--- src/rtl/gba_bus_arbiter.sv ---
// gba_bus_arbiter
// Shares the single GBA system bus (MMU port) between the ARM7 CPU and the
// DMA engine. One transaction is outstanding at a time: a winner is picked in
// IDLE, its request is registered onto the mem_* port and held until
// mem_ready, and the owner then receives a one-cycle ack with the read data.
// DMA has fixed priority; a saturating starvation counter forces one CPU
// grant after DMA_MAX consecutive DMA grants made while the CPU was waiting,
// unless the DMA holds the bus with dma_lock.
module gba_bus_arbiter #(
  parameter int ADDR_W  = 32,
  parameter int DATA_W  = 32,
  parameter int DMA_MAX = 4
) (
  input  logic              clk,
  input  logic              reset,
  // CPU master
  input  logic              cpu_req,
  input  logic [ADDR_W-1:0] cpu_addr,
  input  logic              cpu_we,
  input  logic [1:0]        cpu_size,
  input  logic [DATA_W-1:0] cpu_wdata,
  output logic              cpu_ack,
  output logic [DATA_W-1:0] cpu_rdata,
  // DMA master
  input  logic              dma_req,
  input  logic [ADDR_W-1:0] dma_addr,
  input  logic              dma_we,
  input  logic [1:0]        dma_size,
  input  logic [DATA_W-1:0] dma_wdata,
  input  logic              dma_lock,
  output logic              dma_ack,
  output logic [DATA_W-1:0] dma_rdata,
  // MMU port
  output logic              mem_req,
  output logic [ADDR_W-1:0] mem_addr,
  output logic              mem_we,
  output logic [1:0]        mem_size,
  output logic [DATA_W-1:0] mem_wdata,
  input  logic              mem_ready,
  input  logic [DATA_W-1:0] mem_rdata,
  // status
  output logic [1:0]        owner
);

  // FSM encoding
  localparam logic [1:0] IDLE = 2'd0;
  localparam logic [1:0] XFER = 2'd1;
  localparam logic [1:0] DONE = 2'd2;

  // owner encoding
  localparam logic [1:0] OWN_NONE = 2'd0;
  localparam logic [1:0] OWN_CPU  = 2'd1;
  localparam logic [1:0] OWN_DMA  = 2'd2;

  // saturation point of the starvation counter (DMA_MAX is 1..15)
  localparam logic [3:0] STARVE_MAX = 4'(DMA_MAX);

  logic [1:0]        state;
  logic [1:0]        state_next;
  logic [3:0]        starve_cnt;

  logic              cpu_starved;
  logic              grant_dma;
  logic              grant_cpu;
  logic              take_grant;
  logic              finish;

  logic [ADDR_W-1:0] sel_addr;
  logic              sel_we;
  logic [1:0]        sel_size;
  logic [DATA_W-1:0] sel_wdata;
  logic [DATA_W-1:0] resp_data;

  // Arbitration: DMA wins unless the CPU has been passed over DMA_MAX times
  // and the DMA is not holding the bus with dma_lock.
  always_comb begin
    cpu_starved = cpu_req && (starve_cnt == STARVE_MAX) && !dma_lock;
    grant_dma   = dma_req && !cpu_starved;
    grant_cpu   = cpu_req && !grant_dma;
  end

  // Grant / completion strobes; requests are only sampled in IDLE.
  always_comb begin
    take_grant = (state == IDLE) && (grant_dma || grant_cpu);
    finish     = (state == XFER) && mem_ready;
  end

  // Field mux for the winning master; size 3 is forwarded as a word access.
  always_comb begin
    if (grant_dma) begin
      sel_addr  = dma_addr;
      sel_we    = dma_we;
      sel_size  = (dma_size == 2'd3) ? 2'd2 : dma_size;
      sel_wdata = dma_wdata;
    end else begin
      sel_addr  = cpu_addr;
      sel_we    = cpu_we;
      sel_size  = (cpu_size == 2'd3) ? 2'd2 : cpu_size;
      sel_wdata = cpu_wdata;
    end
  end

  // Writes return zero data to the master; reads return the MMU data.
  always_comb begin
    resp_data = mem_we ? '0 : mem_rdata;
  end

  // Next-state logic: IDLE -> XFER on grant, XFER -> DONE on mem_ready,
  // DONE lasts exactly one cycle.
  always_comb begin
    state_next = state;
    case (state)
      IDLE:    if (take_grant) state_next = XFER;
      XFER:    if (mem_ready)  state_next = DONE;
      DONE:    state_next = IDLE;
      default: state_next = IDLE;
    endcase
  end

  // State register.
  always_ff @(posedge clk or posedge reset) begin
    if (reset) begin
      state <= IDLE;
    end else begin
      state <= state_next;
    end
  end

  // mem_req: raised on grant, held through wait states, dropped on ready.
  always_ff @(posedge clk or posedge reset) begin
    if (reset) begin
      mem_req <= 1'b0;
    end else if (take_grant) begin
      mem_req <= 1'b1;
    end else if (finish) begin
      mem_req <= 1'b0;
    end
  end

  // Registered request fields; loaded only at grant so they stay constant
  // for the whole transfer regardless of what the masters do meanwhile.
  always_ff @(posedge clk or posedge reset) begin
    if (reset) begin
      mem_addr  <= '0;
      mem_we    <= 1'b0;
      mem_size  <= 2'd0;
      mem_wdata <= '0;
    end else if (take_grant) begin
      mem_addr  <= sel_addr;
      mem_we    <= sel_we;
      mem_size  <= sel_size;
      mem_wdata <= sel_wdata;
    end
  end

  // Owner tracking: set at grant, cleared when the DONE cycle ends.
  always_ff @(posedge clk or posedge reset) begin
    if (reset) begin
      owner <= OWN_NONE;
    end else if (take_grant) begin
      owner <= grant_dma ? OWN_DMA : OWN_CPU;
    end else if (state == DONE) begin
      owner <= OWN_NONE;
    end
  end

  // CPU response: one-cycle ack with data during DONE, zero otherwise.
  always_ff @(posedge clk or posedge reset) begin
    if (reset) begin
      cpu_ack   <= 1'b0;
      cpu_rdata <= '0;
    end else if (finish && (owner == OWN_CPU)) begin
      cpu_ack   <= 1'b1;
      cpu_rdata <= resp_data;
    end else begin
      cpu_ack   <= 1'b0;
      cpu_rdata <= '0;
    end
  end

  // DMA response: one-cycle ack with data during DONE, zero otherwise.
  always_ff @(posedge clk or posedge reset) begin
    if (reset) begin
      dma_ack   <= 1'b0;
      dma_rdata <= '0;
    end else if (finish && (owner == OWN_DMA)) begin
      dma_ack   <= 1'b1;
      dma_rdata <= resp_data;
    end else begin
      dma_ack   <= 1'b0;
      dma_rdata <= '0;
    end
  end

  // Starvation counter: counts DMA grants that overtook a waiting CPU,
  // saturates at DMA_MAX, clears on a CPU grant or an uncontested DMA grant,
  // and is frozen while the DMA holds the bus with dma_lock.
  always_ff @(posedge clk or posedge reset) begin
    if (reset) begin
      starve_cnt <= 4'd0;
    end else if (take_grant) begin
      if (grant_dma) begin
        if (!dma_lock) begin
          if (!cpu_req) begin
            starve_cnt <= 4'd0;
          end else if (starve_cnt != STARVE_MAX) begin
            starve_cnt <= starve_cnt + 4'd1;
          end
        end
      end else begin
        starve_cnt <= 4'd0;
      end
    end
  end

endmodule

--- config.mk ---
export PLATFORM = sky130hd
export DESIGN_NAME = gba_bus_arbiter
export DESIGN_NICKNAME = d
export VERILOG_FILES = /design/src/rtl/gba_bus_arbiter.sv
export SDC_FILE = /design/constraint.sdc
export NUM_CORES = 1
export LEC_CHECK = 0
export CAP_MARGIN = 20
export CORE_UTILIZATION = 28
export DETAILED_ROUTE_END_ITERATION = 10
export PLACE_DENSITY = 0.67
export SKIP_LAST_GASP = 1
export SYNTH_ARGS = -nofsm -noshare
export SYNTH_HDL_FRONTEND = slang
export SYNTH_SLANG_ARGS = --single-unit
--- constraint.sdc ---
create_clock -name clk -period 5 [get_ports clk]
set_input_delay 1.25 -clock clk [delete_from_list [all_inputs] [get_ports clk]]
set_output_delay 1.25 -clock clk [all_outputs]
set_load 0.01 [all_outputs]
==> out/results.tsv, run 1 <==
stage	metric	value	unit
cts	PostCTS Resize Cnt	0	
placed_design	routability cong.	0.756	
cts	root buf cell	clkbuf_16	
synthesis	Post-synth EDFFs	0	
power	Pwr Density	491	nW/um^2
cts	CTS Buffer Depth	2	
floorplanning	Core Area	19800	um^2
floorplanning	starting density of the core	29.0	%
routing	final WL	18500	um
cts	hold_buf cts	0	
min_path	Hold Path Depth	2	
timing	clock period minus worst slack	3.28	ns
routing	met2 WL	8550	um
timing	worst-margin pin slew	0.891	ns
synthesis	top-count cell post-synth	dfrtp_1	
cts	TritonCTS Buffers	17	
cts	clock tree from TritonCTS	yes	
timing	final slew viol count	0	
worst_setup_path	Crit-path slowest cell	dfrtp_1	
final_layout	layout cells sized above 1	12.1	%
cts	CTS sink count	142	
synthesis	cell taking the most area after synthesis	dfrtp_1	
routing	drt first pass iters	4	
synthesis	Netlist cell types	31	
global_routing	initial antenna violation count	1	
worst_setup_path	CP Max Fanout	34	
synthesis	Main synth FF type	dfrtp_1	
min_path	HP Class	reg2reg	
synthesis	flops & latches, synth	142	
global_routing	largest net degree at the start of global routing	143	
final_layout	Syn-to-layout area delta	67.7	%
worst_setup_path	worst path required time	3.75	ns
timing	final worst-path setup slack	1.72	ns
placed_design	dpl ws	1.34	ns
routing	vias per inst	4.76	
cts	clk_lat worst skew	0.42	ns
timing	final setup vio count	0	
power	Switch Pwr	1.48	mW
synthesis	area share of the largest cell type after synthesis	62.0	%
placed_design	Post-DP HPWL	12500	um
placed_design	# port buffers	307	
power	P_int	3.23	mW
synthesis	Synth Net Count	636	
power	logic gate share of total power	37.8	%
synthesis	Synth area leaders	dfrtp_1 (62%), o221a_2 (9.6%), o21bai_1 (8.6%), nor2_1 (4.5%), o221a_1 (3.5%)	
floorplanning	row count	51	
synthesis	area of the mapped netlist	5730	um^2
final_layout	number of diodes	0	
timing	clock skew	0.0122	ns
worst_setup_path	Crit path depth	1	
routing	uppermost layer routed	met5	
global_routing	first-pass GRT wire length	29000	um
worst_setup_path	startpoint types	flip-flop	
timing	final hold vios	0	
worst_setup_path	WP buf/inv	1	
final_layout	Layout Cells excl Fill	1031	
cts	clock transition at the registers of the reported paths	0.07	ns
worst_setup_path	R2R cell count	6	
worst_setup_path	Top delay family on crit path	flip-flops	
routing	Initial DRC Count	180	
worst_setup_path	Setup CP Type	reg2out	
job	Maximum Capacitance Violations	0	
global_routing	vias in the first global route	5045	
routing	M1 wire length	7920	um
final_layout	Final #Nets	927	
synthesis	Syn. warnings	0	
power	part of the power in registers	35.8	%
floorplanning	DIE WIDTH	145	um
timing	Slew Limit Headroom	40.6	%
routing	drt drc	0	
power	Max IR drop VDD	0.205	mV
placed_design	placed cells	999	
worst_setup_path	crit path capture type	primary output	
power	clock share of power	26.4	%
synthesis	Avg Cell Area, Syn	12.4	um^2
floorplanning	Die Ht	145	um
worst_setup_path	crit path cell chain	clkdlybuf4s50_1	
timing	final worst path period share	65.6	%
cts	H-tree levels	4	
routing	detailed-route via count	4906	
routing	met3 wire length	1640	um
floorplanning	I/O Pins	308	
floorplanning	die area	21100	um^2
timing	Fmax	305	MHz
global_routing	Congestion Overflow GR	0	
cts	Post-CTS Setup Inserts	0	
synthesis	sequential-to-total area share from yosys stat	62.0	%
timing	RSZ-0062 raised after global routing	false	
synthesis	ys async rst share	100	%
timing	setup TNS	0	ns
worst_setup_path	Worst EP arrival	2.03	ns
power	leakage	3.93	nW
synthesis	Post-synth top cells	dfrtp_1 (142), nor2_1 (68), o21bai_1 (66), o221a_2 (49), nand2b_1 (32)	
routing	ANT nets after route	0	
power	switching share of total power	31.4	%
global_routing	GRT Total Usage	18.0	%
routing	DR WL/cell	17.9	um
worst_setup_path	Largest stage delay, worst path	0.92	ns
synthesis	Post-Syn Instances	462	
run_status	status	completed	
==> layout by cell type, fill, tap and decap left out, drive strengths merged <==
cell | synthesis | final
nand4bb | 1 | 1
clkinv | 0 | 5
o221ai | 1 | 1
dfrtp | 142 | 142
nor2b | 3 | 3
o22ai | 1 | 1
a211o | 2 | 2
a21oi | 1 | 1
clkbuf | 27 | 18
and3b | 1 | 1
buf | 15 | 7
nor3 | 1 | 1
nand2b | 32 | 32
clkdlybuf4s50 | 0 | 307
a211oi | 2 | 2
nand3 | 2 | 2
nand2 | 3 | 3
a2111oi | 1 | 1
o31ai | 1 | 1
nor2 | 68 | 68
o21bai | 66 | 66
o21ai | 10 | 10
or2 | 1 | 1
nand3b | 2 | 2
mux2i | 1 | 1
ha | 2 | 2
o221a | 67 | 67
nor3b | 1 | 1
clkinvlp | 0 | 3
inv | 8 | 14
==> power by group through the flow <==
stage                     sequential [mW]  combinational, mW  clock [mW]
after global routing                 1.73               1.92        1.33
after global placement               1.71               1.77           0
final                                1.69               1.78        1.25
after detailed placement             1.69               1.80           0
after CTS                            1.69               1.80        1.28
after floorplan                      1.78              0.773           0
==> cells by family after synthesis <==
logic type / after synthesis / synth area share [%]
AOI/OAI and AO/OA: 152 / 23.9
adders and majority gates: 2 / 0.436
buffers and inverters: 50 / 3.97
DFF: 142 / 62.0
muxes: 1 / 0.175
and+or+nand+nor: 115 / 9.58
==> layer usage <==
layer / GRT usage [%] / up-vias
li1: - / 2261
met1: 22.7 / 2361
met2: 28.3 / 259
met3: 6.19 / 23
met4: 6.84 / 2
met5: 0 / -
==> path summary, 6_finish.rpt <==
check	startpoint	endpoint	slack [ns]
max	mem_we	mem_we	1.72
min	mem_req	mem_req	0.51
max reg2reg	starve_cnt[0]	mem_wdata[17]	2.56
min reg2reg	mem_req	mem_req	0.51
max in group asynchronous	reset	mem_addr[8]	3.05
min in group asynchronous	reset	mem_addr[0]	1.40
==> stage by stage <==
stage / instance area [um^2] / hold WS [ns] / power (mW) / utilization (%)
floorplan: 5740 / 0.496 / 2.56 / -
global placement: 9030 / 0.500 / 3.48 / 45.6
detailed placement: 9030 / 0.511 / 3.49 / 45.6
CTS: 9610 / 0.522 / 4.78 / 48.6
global route: 9610 / 0.546 / 4.98 / 48.6
finish: 9610 / 0.515 / 4.72 / 48.6
==> cell type report <==
type | instances | area [um^2]
Multi-Input combinational cell | 270 | 1970
Timing Repair Buffer | 314 | 3140
Inverter | 8 | 33.8
Clock buffer | 18 | 439
Sequential cell | 142 | 3550
Clock inverter | 14 | 145
Fill cell | 1803 | 10200
Tap cell | 265 | 332
==> registers in the layout (all words and copies together), names as in the netlist, 2 cells and up <==
| register | cells |
|---|---|
| mem_wdata | 32 |
| mem_size | 2 |
| cpu_rdata | 32 |
| owner | 2 |
| mem_addr | 32 |
| starve_cnt | 4 |
| dma_rdata | 32 |
| state | 2 |
No activity file was read; power rests on OpenSTA's default activity.
==> run 2, diff against run 1 <==
- PLACE_DENSITY: 0.67 -> 0.65
- clock period: 5 -> 3.1 ns (I/O delays scaled with it)
==> run 2 against run 1 <==
Compared with the run above:
- sequential share of layout area is 0.26 points lower
- utilization is 0.35 points higher
- first-iteration DRC count up 27%
- final area is 0.72% higher
- combinational power increased by 66%
- sequential power increased by 58%
- largest power group unchanged
==> out/results.tsv, run 2 (same netlist as run 1, synthesis figures left out) <==
stage	metric	value	unit
run_status	status	completed	
timing	Slew Limit Headroom	46.6	%
global_routing	vias in the first global route	5128	
final_layout	Syn-to-layout area delta	68.9	%
power	switching share of total power	30.7	%
final_layout	Multi-input gate area	1970	um^2
timing	final worst path period share	76.1	%
cts	PostCTS Resize Cnt	0	
cts	hold_buf cts	0	
power	Max IR drop VDD	0.402	mV
worst_setup_path	startpoint types	input port	
timing	Min Hold Slack	0.518	ns
min_path	HP Class	reg2reg	
worst_setup_path	CP Max Fanout	47	
global_routing	first-pass GRT wire length	29100	um
cts	H-tree levels	4	
final_layout	Filler Cell Count	1803	
floorplanning	I/O Pins	308	
cts	TritonCTS Buffers	17	
global_routing	Congestion Overflow GR	0	
power	Pwr Density	790	nW/um^2
power	logic gate share of total power	38.7	%
final_layout	Storage cell area	3550	um^2
timing	final slew viol count	0	
timing	clock skew	0.00857	ns
cts	root buf cell	clkbuf_16	
routing	drt first pass iters	4	
timing	RSZ-0062 raised after global routing	false	
routing	detailed-route via count	4850	
routing	ANT nets after route	0	
final_layout	final core occ	48.9	%
job	Maximum Capacitance Violations	0	
cts	Post-CTS Setup Inserts	0	
cts	CTS sink count	142	
placed_design	Post-DP Area	9100	um^2
floorplanning	starting density of the core	29.0	%
routing	drt drc	0	
placed_design	Post-DP HPWL	12100	um
cts	CTS Buffer Depth	2	
worst_setup_path	R2R cell count	6	
final_layout	Layout Cells excl Fill	1037	
final_layout	most common cell after layout, fill and taps aside	clkdlybuf4s50_1	
floorplanning	row count	51	
timing	clock period minus worst slack	2.36	ns
cts	clk_lat worst skew	0.41	ns
worst_setup_path	flop2flop setup slack	1.07	ns
power	clock share of power	26.3	%
routing	final WL	18100	um
timing	final setup vio count	0	
routing	vias per inst	4.68	
global_routing	largest net degree at the start of global routing	69	
final_layout	commonest cells after routing, fill and taps aside	clkdlybuf4s50_1 (307), dfrtp_1 (142), nor2_1 (67)	
floorplanning	die area	21100	um^2
timing	worst-margin pin slew	0.800	ns
min_path	Hold Path Depth	2	
power	leakage	3.96	nW
floorplanning	DIE WIDTH	145	um
final_layout	layout cells sized above 1	12.8	%
final_layout	cell area after layout	9680	um^2
timing	final worst-path setup slack	0.742	ns
cts	clock transition at the registers of the reported paths	0.06	ns
power	P_int	5.30	mW
global_routing	GRT Total Usage	17.9	%
worst_setup_path	Setup CP Type	in2reg	
routing	DR WL/cell	17.4	um
placed_design	routability cong.	0.744	
final_layout	number of diodes	0	
power	overall power	7.65	mW
global_routing	initial antenna violation count	2	
power	part of the power in registers	34.9	%
worst_setup_path	worst path required time	3.39	ns
placed_design	placed cells	1005	
timing	setup TNS	0	ns
routing	Initial DRC Count	228	
placed_design	dpl ws	0.339	ns
worst_setup_path	Worst EP arrival	2.65	ns
worst_setup_path	crit path capture type	flip-flop	
cts	clock tree from TritonCTS	yes	
placed_design	# port buffers	307	
timing	Fmax	424	MHz
floorplanning	Die Ht	145	um
final_layout	Final #Nets	933	
timing	final hold vios	0	
power	Switch Pwr	2.35	mW
floorplanning	Core Area	19800	um^2
## run 2: cell count changes in the layout (fill, tap and decap cells not counted)
cell / previous run / this run
buf_12: 1 / 3
buf_4: 6 / 10
bufinv_16: 0 / 1
clkinv_4: 3 / 1
clkinv_8: 2 / 0
clkinvlp_4: 3 / 5
inv_6: 3 / 6
inv_8: 4 / 2
## run 2: layer usage
layer / vias up / track usage (%) / part of all wire, %
met1: 2322 / 22.3 / 42
met2: 238 / 29.2 / 48
met4: 4 / 5.63 / 1.2
met3: 19 / 6.13 / 8.8
li1: 2267 / - / -
met5: - / 0 / 0.18
## run 2: power by group through the flow
stage | Combinational, mW | Sequential (mW) | Clock (mW)
CTS | 3.01 | 2.67 | 2.08
finish | 2.96 | 2.67 | 2.02
detailed placement | 3.01 | 2.67 | 0
global route | 3.20 | 2.74 | 2.18
global placement | 2.95 | 2.69 | 0
floorplan | 1.25 | 2.87 | 0
## run 2: worst max-delay path, cell delays in order
cell,delay (ns)
clkdlybuf4s50_1,0.46
nand4bb_1,0.33
a211o_2,0.40
buf_4,0.29
o221a_2,0.35
## run 2: path summary, 6_finish.rpt
kind,endpoint,start
hold reg to reg,mem_req,mem_req
setup / recovery,mem_addr[20],dma_lock
max in group asynchronous,mem_wdata[4],reset
min in group asynchronous,mem_addr[4],reset
hold / removal,mem_req,mem_req
setup reg to reg,mem_addr[20],starve_cnt[0]
## run 2: cell type report
| class | instances | area share (%) |
|---|---|---|
| sequential | 142 | 36.7 |
| timing repair buffer | 320 | 33.1 |
| multi-input combinational | 270 | 20.4 |
| clock buffer | 18 | 4.54 |
| tap | 265 | 3.42 |
| clock inverter | 14 | 1.49 |
| inverter | 8 | 0.349 |
